### src/rtl/sc_ddr_scrub_pkg.sv
// Shared encodings for the DDR scrubber: response classes and controller states.
package sc_ddr_scrub_pkg;

  typedef enum logic [1:0] {
    RSP_OK  = 2'b00,
    RSP_CE  = 2'b01,
    RSP_UE  = 2'b10,
    RSP_BUS = 2'b11
  } rsp_err_e;

  typedef enum logic [1:0] {
    IDLE,
    ISSUE,
    WAIT,
    DRAIN
  } scrub_state_e;

endpackage

### src/rtl/sc_scrub_addr_fifo.sv
// Small synchronous FIFO holding {last, addr} of each in-flight scrub read so
// in-order responses can be matched back to their address.
module sc_scrub_addr_fifo #(
  parameter int DEPTH = 4,
  parameter int WIDTH = 41
) (
  input  logic             clk,
  input  logic             rst,
  input  logic             push,
  input  logic             pop,
  input  logic [WIDTH-1:0] wr_data,
  output logic [WIDTH-1:0] rd_data,
  output logic             full,
  output logic             empty
);

  localparam int PW = (DEPTH > 1) ? $clog2(DEPTH) : 1;

  logic [WIDTH-1:0] mem [DEPTH];
  logic [PW-1:0]    wr_ptr;
  logic [PW-1:0]    rd_ptr;
  logic [PW:0]      count;
  logic             wr_en;
  logic             rd_en;

  function automatic logic [PW-1:0] next_ptr(input logic [PW-1:0] p);
    return (p == PW'(DEPTH - 1)) ? '0 : p + 1'b1;
  endfunction

  assign full    = (count == (PW+1)'(DEPTH));
  assign empty   = (count == '0);
  assign wr_en   = push && (!full || pop);
  assign rd_en   = pop && !empty;
  assign rd_data = mem[rd_ptr];

  always_ff @(posedge clk) begin
    if (wr_en) mem[wr_ptr] <= wr_data;
  end

  always_ff @(posedge clk or posedge rst) begin
    if (rst) begin
      wr_ptr <= '0;
      rd_ptr <= '0;
      count  <= '0;
    end else begin
      if (wr_en) wr_ptr <= next_ptr(wr_ptr);
      if (rd_en) rd_ptr <= next_ptr(rd_ptr);
      case ({wr_en, rd_en})
        2'b10:   count <= count + 1'b1;
        2'b01:   count <= count - 1'b1;
        default: count <= count;
      endcase
    end
  end

endmodule

### src/rtl/sc_ddr_scrubber.sv
// Background DDR scrubber: walks a region with strided reads and classifies
// the in-order ECC responses into saturating counters.
//
//   state | meaning
//   IDLE  | stopped; waits for en rising edge and checks region config
//   ISSUE | presents the next read while below the outstanding limit
//   WAIT  | inter-request gap of interval cycles
//   DRAIN | no new reads; waits for all responses, then returns to IDLE
module sc_ddr_scrubber
  import sc_ddr_scrub_pkg::*;
#(
  parameter int ADDR_W    = 40,
  parameter int LEN_W     = 32,
  parameter int STRIDE    = 64,
  parameter int CNT_W     = 16,
  parameter int MAX_OUTST = 4
) (
  input  logic              clk,
  input  logic              rst,
  input  logic              en,
  input  logic [ADDR_W-1:0] base_addr,
  input  logic [LEN_W-1:0]  size,
  input  logic [31:0]       interval,
  input  logic              clr_cnt,
  output logic              req_valid,
  input  logic              req_ready,
  output logic [ADDR_W-1:0] req_addr,
  input  logic              rsp_valid,
  input  logic [1:0]        rsp_err,
  output logic [CNT_W-1:0]  ce_cnt,
  output logic [CNT_W-1:0]  ue_cnt,
  output logic [CNT_W-1:0]  buserr_cnt,
  output logic [CNT_W-1:0]  pass_cnt,
  output logic [ADDR_W-1:0] last_ue_addr,
  output logic              ue_irq,
  output logic              busy,
  output logic              cfg_err
);

  localparam int OW = $clog2(MAX_OUTST + 1);

  scrub_state_e      state_q, state_d;
  logic [ADDR_W-1:0] base_q;
  logic [LEN_W-1:0]  size_q;
  logic [LEN_W-1:0]  offset_q;
  logic [OW-1:0]     outst_q;
  logic [31:0]       timer_q;
  logic              en_d;
  logic              en_rise;
  logic              cfg_bad;
  logic              accept;
  logic              rsp_take;
  logic              last_req;
  logic              fifo_full;
  logic              fifo_empty;
  logic [ADDR_W:0]   head;
  rsp_err_e          err;

  function automatic logic [CNT_W-1:0] sat_inc(input logic [CNT_W-1:0] v);
    return (v == '1) ? v : v + 1'b1;
  endfunction

  assign en_rise  = en && !en_d;
  assign cfg_bad  = (size < LEN_W'(STRIDE))
                 || ((base_addr & ADDR_W'(STRIDE - 1)) != '0)
                 || ((size & LEN_W'(STRIDE - 1)) != '0);
  assign req_valid = (state_q == ISSUE) && (outst_q < OW'(MAX_OUTST)) && !fifo_full;
  assign accept    = req_valid && req_ready;
  // Responses with nothing in flight (e.g. stale ones after a reset) are dropped.
  assign rsp_take  = rsp_valid && (outst_q != '0) && !fifo_empty;
  assign req_addr  = base_q + ADDR_W'(offset_q);
  assign last_req  = (offset_q == size_q - LEN_W'(STRIDE));
  assign busy      = (state_q != IDLE);
  assign err       = rsp_err_e'(rsp_err);

  always_comb begin
    state_d = state_q;
    case (state_q)
      IDLE:  if (en_rise && !cfg_bad) state_d = ISSUE;
      ISSUE: begin
        if (accept) begin
          if (!en)                 state_d = DRAIN;
          else if (interval != '0) state_d = WAIT;
          else                     state_d = ISSUE;
        end else if (!en && !req_valid) begin
          state_d = DRAIN;
        end
      end
      WAIT: begin
        if (!en)                 state_d = DRAIN;
        else if (timer_q == '0)  state_d = ISSUE;
      end
      DRAIN: if (outst_q == '0) state_d = IDLE;
      default: state_d = IDLE;
    endcase
  end

  always_ff @(posedge clk or posedge rst) begin
    if (rst) begin
      state_q  <= IDLE;
      en_d     <= 1'b0;
      cfg_err  <= 1'b0;
      base_q   <= '0;
      size_q   <= '0;
      offset_q <= '0;
      timer_q  <= '0;
      outst_q  <= '0;
    end else begin
      state_q <= state_d;
      en_d    <= en;
      // Region is frozen for the whole run; changes only land on the next start.
      if (state_q == IDLE && en_rise) begin
        cfg_err <= cfg_bad;
        base_q  <= base_addr;
        size_q  <= size;
      end
      if (accept) begin
        offset_q <= last_req ? '0 : offset_q + LEN_W'(STRIDE);
        timer_q  <= interval - 32'd1;
      end else if (state_q == WAIT && timer_q != '0) begin
        timer_q <= timer_q - 32'd1;
      end
      if (state_q == DRAIN && state_d == IDLE) offset_q <= '0;
      case ({accept, rsp_take})
        2'b10:   outst_q <= outst_q + 1'b1;
        2'b01:   outst_q <= outst_q - 1'b1;
        default: outst_q <= outst_q;
      endcase
    end
  end

  always_ff @(posedge clk or posedge rst) begin
    if (rst) begin
      ce_cnt       <= '0;
      ue_cnt       <= '0;
      buserr_cnt   <= '0;
      pass_cnt     <= '0;
      last_ue_addr <= '0;
      ue_irq       <= 1'b0;
    end else begin
      ue_irq <= rsp_take && (err == RSP_UE);
      if (rsp_take && err == RSP_UE) last_ue_addr <= head[ADDR_W-1:0];
      if (clr_cnt) begin
        ce_cnt     <= '0;
        ue_cnt     <= '0;
        buserr_cnt <= '0;
        pass_cnt   <= '0;
      end else if (rsp_take) begin
        if (err == RSP_CE)  ce_cnt     <= sat_inc(ce_cnt);
        if (err == RSP_UE)  ue_cnt     <= sat_inc(ue_cnt);
        if (err == RSP_BUS) buserr_cnt <= sat_inc(buserr_cnt);
        if (head[ADDR_W])   pass_cnt   <= sat_inc(pass_cnt);
      end
    end
  end

  sc_scrub_addr_fifo #(
    .DEPTH (MAX_OUTST),
    .WIDTH (ADDR_W + 1)
  ) u_fifo (
    .clk     (clk),
    .rst     (rst),
    .push    (accept),
    .pop     (rsp_take),
    .wr_data ({last_req, req_addr}),
    .rd_data (head),
    .full    (fifo_full),
    .empty   (fifo_empty)
  );

endmodule

### config.mk
export PLATFORM = sky130hd
export DESIGN_NAME = sc_ddr_scrubber
export DESIGN_NICKNAME = d
export VERILOG_FILES = /design/src/rtl/sc_ddr_scrub_pkg.sv /design/src/rtl/sc_scrub_addr_fifo.sv /design/src/rtl/sc_ddr_scrubber.sv
export SDC_FILE = /design/constraint.sdc
export NUM_CORES = 1
export LEC_CHECK = 0
export ABC_CLOCK_PERIOD_IN_PS = 6900
export BUFFER_PORTS_ARGS = -buffer_cell sky130_fd_sc_hd__buf_2
export CORE_ASPECT_RATIO = 1.5
export CORE_MARGIN = 2
export CORE_UTILIZATION = 45
export CTS_BUF_LIST = sky130_fd_sc_hd__clkbuf_4 sky130_fd_sc_hd__clkbuf_8
export DETAILED_ROUTE_END_ITERATION = 6
export PLACE_DENSITY = 0.67
export REMOVE_ABC_BUFFERS = 1
export SLEW_MARGIN = 20
export SYNTH_ARGS = -nofsm -noshare
export SYNTH_HDL_FRONTEND = slang
export SYNTH_HIERARCHICAL = 1
export SYNTH_SLANG_ARGS = --single-unit
### constraint.sdc
create_clock -name clk -period 6.9 [get_ports clk]
set_clock_uncertainty 0.15 [all_clocks]
set_input_delay 0.69 -clock clk [delete_from_list [all_inputs] [get_ports clk]]
set_output_delay 0.69 -clock clk [all_outputs]
set_load 0.02 [all_outputs]
==> results.cfg <==
[clock_network]
cts_setup_buffers = 0
post_cts_resize_count = 0
clk_latency_ns = 0.61
cts_tree = yes
path_clk_slew_ns = 0.06
clock_sinks = 413
cts_buffer_depth = 3
cts_buffers = 67
ctsRootBufferMaster = clkbuf_8
h-tree-depth = 3

[logic_synthesis]
synth_top_cell_by_area = dfrtp_1
async_flop_share_pct = 60.3
ys_ff_latch = 413
synthFlopType = dfrtp_1
syn_inst = 1603
synth_area_sq_um = 20000
syn_avg_cell_area_sq_um = 12.5
synth_edf_count = 164
yosysWarnings = 6
yosysSeqAreaShare_pct = 55.9
netlist_top_cells_area = dfrtp_1, edfxtp_1, mux2_2, xor2_1, mux4_2
synth.top_cell.area_share_pct = 31.2
synth_cell_types = 84

[critical_path]
cp-start-kind = register
arrival_ns = 4.54
crit_type = reg -> out
worstPathRequired_ns = 6.06
endpoint_kind = output port
critPathMaxFanout = 6

[floorplanning]
ios = 260
die_w_um = 176
row_count = 94
core-area_sq_um = 43900
die-area_sq_um = 46100
start_util_pct = 45.5
die_h_um = 262

[timing]
slew_violations = 0
worst_pin_slew_ns = 1.12
rsz0062_at_grt = no
fmax_ghz = 0.186
finalHoldViolations = 0
fin_tns_setup_ns = 0
setup_viol = 0
min_period_over_period_pct = 77.9
period_needed_ns = 5.38
max_slew_margin_pct = 25.3

[cells_and_area]
final_cell_mix = buf_2, dfrtp_1, nor2_1
layout_commonest_cell = buf_2
final_cells = 2514
final_layout_size_suffix_gt1_share_pct = 29.8
fin_nets = 2039
areaGrowthSynthToFinish_pct = 16.3
final_util_pct = 53.0
fin_area_sq_um = 23200

[global_route]
grt_use_total_pct = 21.0
grt_util_met1_pct = 24.5
met3_usage_pct = 3.73
grt_pass1_wl_um = 75800
busiest_layer = met2
grt_max_degree = 156
use_met2_pct = 37.5
grt_pass1_vias = 14200
antenna_found_initial = 3
overflow = 0

[drt]
dr.first_iter.drc_count = 733
viasPerCell = 5.47
wl_per_cell_um = 19.3
final_antenna_net_count = 0
drc = 0
vias = 13700
totalWireLength_um = 48400
dr.pass1.iters = 5

[flow_run]
cap_viol_max_count = 0

[placed_design]
place_congestion = 0.881
port_buffers = 259
hpwl_um = 33000
dpl-instance-area_sq_um = 21900
placed_cells_incl_taps = 2391

[power_and_ir_drop]
power_density_nw_per_um2 = 381
power.total_w = 0.00884
p_leak_nw = 9.48
vdd_ir_drop_max_v = 0.000164

[hold_path]
hp-class = in -> reg

[status]
status = complete, no violations
-- what timing repair did --
item                                    4_1_cts  5_1_grt
hold buffers                                  1        0
hold endpoints to repair                      7        0
endpoints found under the setup margin        0        0
-- stage by stage --
step | worst slack [ns] | hold slack (ns)
after floorplan | -0.585 | 0.305
after global placement | 2.11 | 0.319
after detailed placement | 2.06 | 0.334
after CTS | 1.38 | 0.0712
after global routing | 1.16 | 0.0988
final | 1.52 | 0.121
-- registers in the layout (all words and copies together), names as in the netlist, 3 cells and up --
name and count:
u_fifo/count 3, ue_cnt 16, ce_cnt 16, u_fifo/mem 164, last_ue_addr 40, size_q 32, outst_q 3, base_q 40
buserr_cnt 16, pass_cnt 16, timer_q 32, offset_q 26
-- metal layers --
metal / wire length, um / vias to the layer above
met5: 7 / -
met4: 1890 / 2
met3: 2100 / 112
met2: 25300 / 361
met1: 19200 / 6844
li1: - / 6422
-- layout make-up --
| class | instances | area, sq um |
|---|---|---|
| antenna | 2 | 5.00 |
| clock buffer | 101 | 1230 |
| clock inverter | 19 | 130 |
| fill | 3836 | 20600 |
| inverter | 25 | 101 |
| multi-input combinational | 1105 | 8470 |
| sequential | 413 | 11200 |
| tap | 576 | 721 |
| timing repair buffer | 273 | 1420 |
-- worst max-delay path: stages (launching register included) --
cell and delay, ns:
dfrtp_1 0.45, ha_1 0.35, a211oi_1 0.34, o21a_1 0.24
o22ai_1 0.15, a2111oi_0 0.77, o21ai_0 0.48, o311a_1 0.53
nand4_1 0.17, xnor2_1 0.22, buf_2 0.24
-- final timing paths --
kind,end,slack (ns),cells past startpoint,start
max in group asynchronous,offset_q[22]$_DFFE_PP0P_,4.64,4,rst
min reg2reg,u_fifo/count[2]$_DFFE_PP0P_,0.34,1,u_fifo/count[2]$_DFFE_PP0P_
max reg2reg,timer_q[31]$_DFFE_PP0P_,2.69,11,u_fifo/count[2]$_DFFE_PP0P_
min in group asynchronous,u_fifo/rd_ptr[1]$_DFFE_PP0P_,0.50,3,rst
max,req_addr[39],1.52,10,offset_q[7]$_DFFE_PP0P_
min,en_d$_DFF_PP0_,0.12,1,en
-- where the power goes --
group | switching (W) | internal (W)
logic | 0.00170 | 0.00126
clock network | 0.000978 | 0.00118
registers | 0.000466 | 0.00326
-- synth_stat cells, drive strengths merged (6+ instances only) --
library cell / instances
a21oi: 55
and2: 12
and3: 22
and4: 6
buf: 22
clkbuf: 38
dfrtp: 249
edfxtp: 164
ha: 40
inv: 25
mux2: 116
mux2i: 17
mux4: 41
nand2: 89
nand2b: 7
nand3: 41
nand4: 36
nor2: 174
nor2b: 11
nor3: 37
nor4: 28
nor4b: 6
o211ai: 6
o21a: 6
o21ai: 38
or2: 7
or3: 25
or4: 8
xnor2: 93
xor2: 109
-- cell families after synthesis --
logic type	Yosys count	synth area share (%)
muxes	174	12.1
and+or+nand+nor	529	13.5
buffers and inverters	85	1.82
DFF	413	55.9
AOI/OAI and AO/OA	158	5.21
xor gates and xnor gates	202	8.86
adders and majority gates	42	2.71
No activity file was read; power rests on OpenSTA's default activity.
